## config.mk

```make
export PLATFORM = sky130hd
export DESIGN_NAME = spi_frame_tx
export DESIGN_NICKNAME = d
export VERILOG_FILES = /design/src/rtl/spi_pkg.sv /design/src/rtl/spi_frame_tx_timer.sv /design/src/rtl/spi_frame_tx.sv
export SDC_FILE = /design/constraint.sdc
export NUM_CORES = 1
export LEC_CHECK = 0
export CAP_MARGIN = 20
export CORE_MARGIN = 2
export CORE_UTILIZATION = 30
export DETAILED_ROUTE_END_ITERATION = 8
export GPL_ROUTABILITY_DRIVEN = 0
export PLACE_DENSITY = 0.6
export SLEW_MARGIN = 20
export SYNTH_ARGS = -nofsm -noshare
export SYNTH_HDL_FRONTEND = slang
export SYNTH_SLANG_ARGS = --single-unit
export TNS_END_PERCENT = 20
```

## constraint.sdc

```tcl
create_clock -name clk -period 2.5 [get_ports clk]
set_clock_uncertainty 0.15 [all_clocks]
set_input_delay 0.625 -clock clk [delete_from_list [all_inputs] [get_ports clk]]
set_output_delay 0.625 -clock clk [all_outputs]
set_load 0.01 [all_outputs]
```

## src/rtl/spi_pkg.sv

```systemverilog
// Shared types and constants for the SPI signal-data link (48-bit frames of six 8-bit bytes).
package spi_pkg;

   localparam int SPI_FRAME_BITS = 48;
   localparam int SIG_BYTES      = 6;
   localparam int SIG_WIDTH      = 8;

   typedef enum logic [2:0] {IDLE, SETUP, LOW, HIGH, HOLD, DONE} spi_tx_state_t;

   typedef logic [SPI_FRAME_BITS-1:0] spi_frame_t;

endpackage

```

## src/rtl/spi_frame_tx_timer.sv

```systemverilog
// Half-period timer for SPI masters: counts CLK_DIV cycles while enabled and ticks on the last one.
module spi_half_period_timer #(
   parameter int CLK_DIV = 4
) (
   input  logic clk,
   input  logic rst,
   input  logic en,
   input  logic clr,
   output logic tick
);

   localparam int CW = $clog2(CLK_DIV + 1);

   logic [CW-1:0] cnt_q, cnt_d;

   assign tick = en && (cnt_q == CW'(CLK_DIV - 1));

   always_comb begin
      cnt_d = cnt_q;
      if (clr || !en) cnt_d = '0;
      else            cnt_d = cnt_q + CW'(1);
   end

   always_ff @(posedge clk or posedge rst) begin
      if (rst) cnt_q <= '0;
      else     cnt_q <= cnt_d;
   end

endmodule

```

## src/rtl/spi_frame_tx.sv

```systemverilog
// SPI mode-0 master transmitter: one FRAME_BITS frame per valid/ready handshake, MSB first.
// Define SPI_TX_CS_EN to add cs_n framing with SETUP/HOLD half-periods around the data bits.
module spi_frame_tx
   import spi_pkg::*;
#(
   parameter int FRAME_BITS = 48,
   parameter int CLK_DIV    = 4
) (
   input  logic                  clk,
   input  logic                  reset,
   input  logic [FRAME_BITS-1:0] frame_data,
   input  logic                  frame_valid,
   output logic                  frame_ready,
   output logic                  sck,
   output logic                  sdo,
   output logic                  cs_n,
   output logic                  busy,
   output logic                  done
);

   localparam int BW = $clog2(FRAME_BITS + 1);

   spi_tx_state_t         state_q, state_d;
   logic [FRAME_BITS-1:0] shreg_q, shreg_d;
   logic [BW-1:0]         bitcnt_q, bitcnt_d;
   logic                  sck_q, sck_d, sdo_q, sdo_d, cs_n_q, cs_n_d;
   logic                  busy_q, busy_d, done_q, done_d, ready_q, ready_d;
   logic                  tick, tmr_en, tmr_clr;

   assign tmr_en  = state_q inside {SETUP, LOW, HIGH, HOLD};
   assign tmr_clr = (state_d != state_q);

   spi_half_period_timer #(.CLK_DIV(CLK_DIV)) u_timer (
      .clk  (clk),
      .rst  (reset),
      .en   (tmr_en),
      .clr  (tmr_clr),
      .tick (tick)
   );

   always_comb begin
      state_d  = state_q;
      shreg_d  = shreg_q;
      bitcnt_d = bitcnt_q;
      case (state_q)
         IDLE: if (frame_valid) begin
            shreg_d  = frame_data;
            bitcnt_d = BW'(FRAME_BITS);
`ifdef SPI_TX_CS_EN
            state_d  = SETUP;
`else
            state_d  = LOW;
`endif
         end
         SETUP: if (tick) state_d = LOW;
         LOW:   if (tick) state_d = HIGH;
         HIGH: if (tick) begin
            bitcnt_d = bitcnt_q - BW'(1);
            shreg_d  = {shreg_q[FRAME_BITS-2:0], 1'b0};
`ifdef SPI_TX_CS_EN
            state_d  = (bitcnt_q == BW'(1)) ? HOLD : LOW;
`else
            state_d  = (bitcnt_q == BW'(1)) ? DONE : LOW;
`endif
         end
         HOLD:    if (tick) state_d = DONE;
         DONE:    state_d = IDLE;
         default: state_d = IDLE;
      endcase
   end

   // Outputs are registered from the next state so every pin changes on the same edge as the state.
   always_comb begin
      sck_d   = (state_d == HIGH);
      busy_d  = (state_d != IDLE);
      done_d  = (state_d == DONE);
      ready_d = (state_d == IDLE);
      sdo_d   = 1'b0;
      if (state_d inside {SETUP, LOW})      sdo_d = shreg_d[FRAME_BITS-1];
      else if (state_d inside {HIGH, HOLD}) sdo_d = sdo_q;
`ifdef SPI_TX_CS_EN
      cs_n_d  = !(state_d inside {SETUP, LOW, HIGH, HOLD});
`else
      cs_n_d  = 1'b1;
`endif
   end

   always_ff @(posedge clk or posedge reset) begin
      if (reset) begin
         state_q  <= IDLE;
         shreg_q  <= '0;
         bitcnt_q <= '0;
         sck_q    <= 1'b0;
         sdo_q    <= 1'b0;
         cs_n_q   <= 1'b1;
         busy_q   <= 1'b0;
         done_q   <= 1'b0;
         ready_q  <= 1'b1;
      end else begin
         state_q  <= state_d;
         shreg_q  <= shreg_d;
         bitcnt_q <= bitcnt_d;
         sck_q    <= sck_d;
         sdo_q    <= sdo_d;
         cs_n_q   <= cs_n_d;
         busy_q   <= busy_d;
         done_q   <= done_d;
         ready_q  <= ready_d;
      end
   end

   assign frame_ready = ready_q;
   assign sck         = sck_q;
   assign sdo         = sdo_q;
   assign cs_n        = cs_n_q;
   assign busy        = busy_q;
   assign done        = done_q;

endmodule

```

==> summary.md <==
| Metric | Value |
|---|---|
| Yosys top cell by area | dfrtp_1 |
| Pre-CTS setup slack | 158 ps |
| First-pass GRT wire length | slightly above 10000 µm |
| Layout cell share with drive strength beyond 1 | under 10% |
| Endpoints failing setup | 0 |
| Internal power | approximately 1.6 mW |
| Layout area overhead | 31.5% |
| Postcts setup bufs | 0 |
| Starting Density | 31.0% |
| Net Sw Power | roughly 0.51 mW |
| PortBufs | 55 |
| FF-to-FF Start | u_timer.cnt_q[0] |
| Final HPWL DP | between 4000 and 5000 µm |
| CP startpoint | frame_ready |
| Area contributors post-synth | dfrtp_1, nand2_1, a22oi_1 |
| Die height | 102 µm |
| Pre-antenna DRT Iters | 5 |
| Share of the synthesized area in the top cell type | a little under three fifths |
| Max-cap viol count | 0 |
| Crit-path slowest cell | dfstp_2 |
| DRC errors left | 0 |
| Tmin final | 2150 ps |
| Clk sinks | 65 |
| WS Path Type | reg2out |
| FF-to-FF setup slack | 440 ps |
| Hold_ws | just under 300 ps |
| Latest clock arrival within the worst-skew pair | approximately 340 ps |
| Crit-path cells | clkdlybuf4s50_1 |
| Antenna fix cells | 0 |
| Post-Syn Nets | between 300 and 400 |
| Cell area after synthesis | 2870 µm² |
| Grt ovf | 0 |
| Unrepaired setup endpoints after global routing | false |
| Worst Setup End Kind | primary output |
| Initial antenna violation count | 0 |
| Worst hold path class | reg2reg |
| CTS clock-pin slew for the worst setup and hold paths | 70 ps |
| Setup crit end | frame_ready |
| Fmax achieved | 0.465 GHz |
| Flop pwr share | between 50% and 60% |
| Setup TNS | 0 ps |
| Synth Warn # | 0 |
| Die ar. | slightly above 10000 µm² |
| Io pins | 57 |
| Vias in the first global route | 2131 |
| Final hold vios | 0 |
| Largest stage delay, worst path | roughly 520 ps |
| Max Root-Sink Buffers | 2 |
| Site Rows | 35 |
| Gate Count Post-Synth | 293 |
| Clk network pwr share | 41.7% |
| Core ar. | around 9000 µm² |
| GRT Total Usage | 12.8% |
| Comb power frac | between 6 and 7% |
| Run status | finished clean |
| Worst Path Buf+Inv | 1 |
| R2R depth | 6 |
| Initial drt markers | 89 |
| CTS Buf Count | 9 |
| Vias/cell | about 4.6 |
| Die width | approximately 100 µm |
| Cts hold-fix bufs | 0 |
| Final period utilization | about 86% |
| FF-to-FF End | sdo |
| P per Cell Area | 572 nW/µm² |
| Netlist cell types | 36 |
| Routed len/inst | about 13 µm |
| Final Max Tran Viols | 0 |
| Resized Gates After CTS | 0 |
| Root Buffer | clkbuf_8 |
| Average cell area after synthesis | just under 10 µm² |
| Leak | about 1.8 nW |
| Startpoint Class | flop |
| Vias | about 2200 |
| WP depth | 1 |
| CTS tree | done |
| Critical Path RT | between 1500 and 2000 ps |
| Final ANT Viol Nets | 0 |
| Post-synthesis sequential area ratio | between 50% and 60% |
| Top Family by Delay on Critical Path | flip-flops |
| Critical Path AT | 1380 ps |
| #FFs+latches synth | 65 |
| Nets | between 400 and 500 |
| Pin count of the biggest net entering global routing | 50 |
| Total Routed Length | between 6000 and 7000 µm |
| Worst setup margin | between 300 and 400 ps |
| CP max FO | 1 |
| Maximum vdd drop | roughly 300 µV |
| Switching share of power | between 20% and 30% |
| Htree depth | 3 |
==> stage by stage <==
step                      instance area (µm²)  utilization (%)  std cells  power (mW)
after floorplan                          2870                -        293        1.18
after global placement                   3570             38.6        465        1.28
after detailed placement                 3570             38.6        465        1.28
after CTS                                3770             40.8        481        2.20
after global routing                     3770             40.8        481        2.26
final                                    3770             40.8        481        2.16
==> how the worst min path moves through the flow <==
stage	startpoint	endpoint	slack (ps)	cells past startpoint
after detailed placement	u_timer.cnt_q[0]	u_timer.cnt_q[0]	280	1
final	u_timer.cnt_q[0]	u_timer.cnt_q[0]	290	1
after global placement	u_timer.cnt_q[0]	u_timer.cnt_q[0]	270	1
after CTS	u_timer.cnt_q[0]	u_timer.cnt_q[0]	290	1
after global routing	u_timer.cnt_q[0]	u_timer.cnt_q[0]	320	1
after floorplan	u_timer.cnt_q[0]	u_timer.cnt_q[0]	260	1
==> registers in the layout, summed over array words and instances, names as in the netlist <==
| register | flops |
|---|---|
| bitcnt_q | 6 |
| busy | 1 |
| done | 1 |
| frame_ready | 1 |
| sck | 1 |
| sdo | 1 |
| shreg_q | 48 |
| state_q | 3 |
| u_timer.cnt_q | 3 |
==> cells in the final DEF, fill, tap and decap left out, drive strengths merged, types with 5 or more instances in the layout <==
master / n
nor2: 9
dfrtp: 64
buf: 9
o21ai: 6
nand2: 100
inv: 9
xor2: 5
clkdlybuf4s50: 55
clkbuf: 9
a22oi: 46
==> cells in the mapped netlist <==
master	instances
a21o_1	1
a21oi_1	3
a22o_1	2
a22oi_1	46
a31oi_1	1
a32o_1	1
a32oi_1	1
and2_1	1
and3_1	1
and4b_1	1
buf_2	6
buf_4	3
buf_6	1
clkbuf_1	11
conb_1	1
dfrtp_1	64
dfstp_2	1
ha_1	4
inv_1	8
nand2_1	100
nand2b_1	1
nand3_1	2
nand4_1	1
nand4bb_1	1
nor2_1	8
nor2_4	1
nor2b_1	1
nor3_1	4
nor4_1	1
nor4b_4	1
o21ai_0	6
o21bai_1	1
o221a_2	1
o31ai_1	1
or3b_2	1
xor2_1	5
==> power by group through the flow <==
stage	Sequential [mW]	Clock, mW	Combinational, mW
3_3_place_gp	1.13	0	0.148
5_1_grt	1.12	0.976	0.165
3_5_place_dp	1.13	0	0.149
4_1_cts	1.11	0.936	0.150
6_report	1.11	0.900	0.145
2_1_floorplan	1.13	0	0.0482
==> cell families (layout without fill, tap and decap cells) <==
| kind of cell | Yosys count | in the layout | synth area share (%) |
|---|---|---|---|
| buf+inv | 29 | 88 | 4.72 |
| xor+xnor | 5 | 5 | 1.53 |
| compound gates | 64 | 64 | 16.3 |
| simple gates | 125 | 125 | 18.8 |
| other cells | 1 | 1 | 0.131 |
| fa+ha+maj | 4 | 4 | 1.75 |
| flops | 65 | 65 | 56.8 |
==> area by class of cell <==
type,count,area [µm²]
clock inverters,7,78.8
repair buffers,64,643
flip-flops and latches,65,1630
fillers,957,5470
clock buffers,9,124
multi-input cells,199,1100
well taps,129,161
inverters,8,30.0
==> layer usage <==
metal  up-vias  track usage, %  routed length (µm)  part of all wire (%)
met5         -               0                   0                     0
met4         0            4.37                  78                   1.3
met3         6            4.42                 339                   5.6
met2        50            20.1                2870                    47
met1      1053            16.4                2810                    46
li1       1111               -                   -                     -
Power figures use the tool's default switching activity.
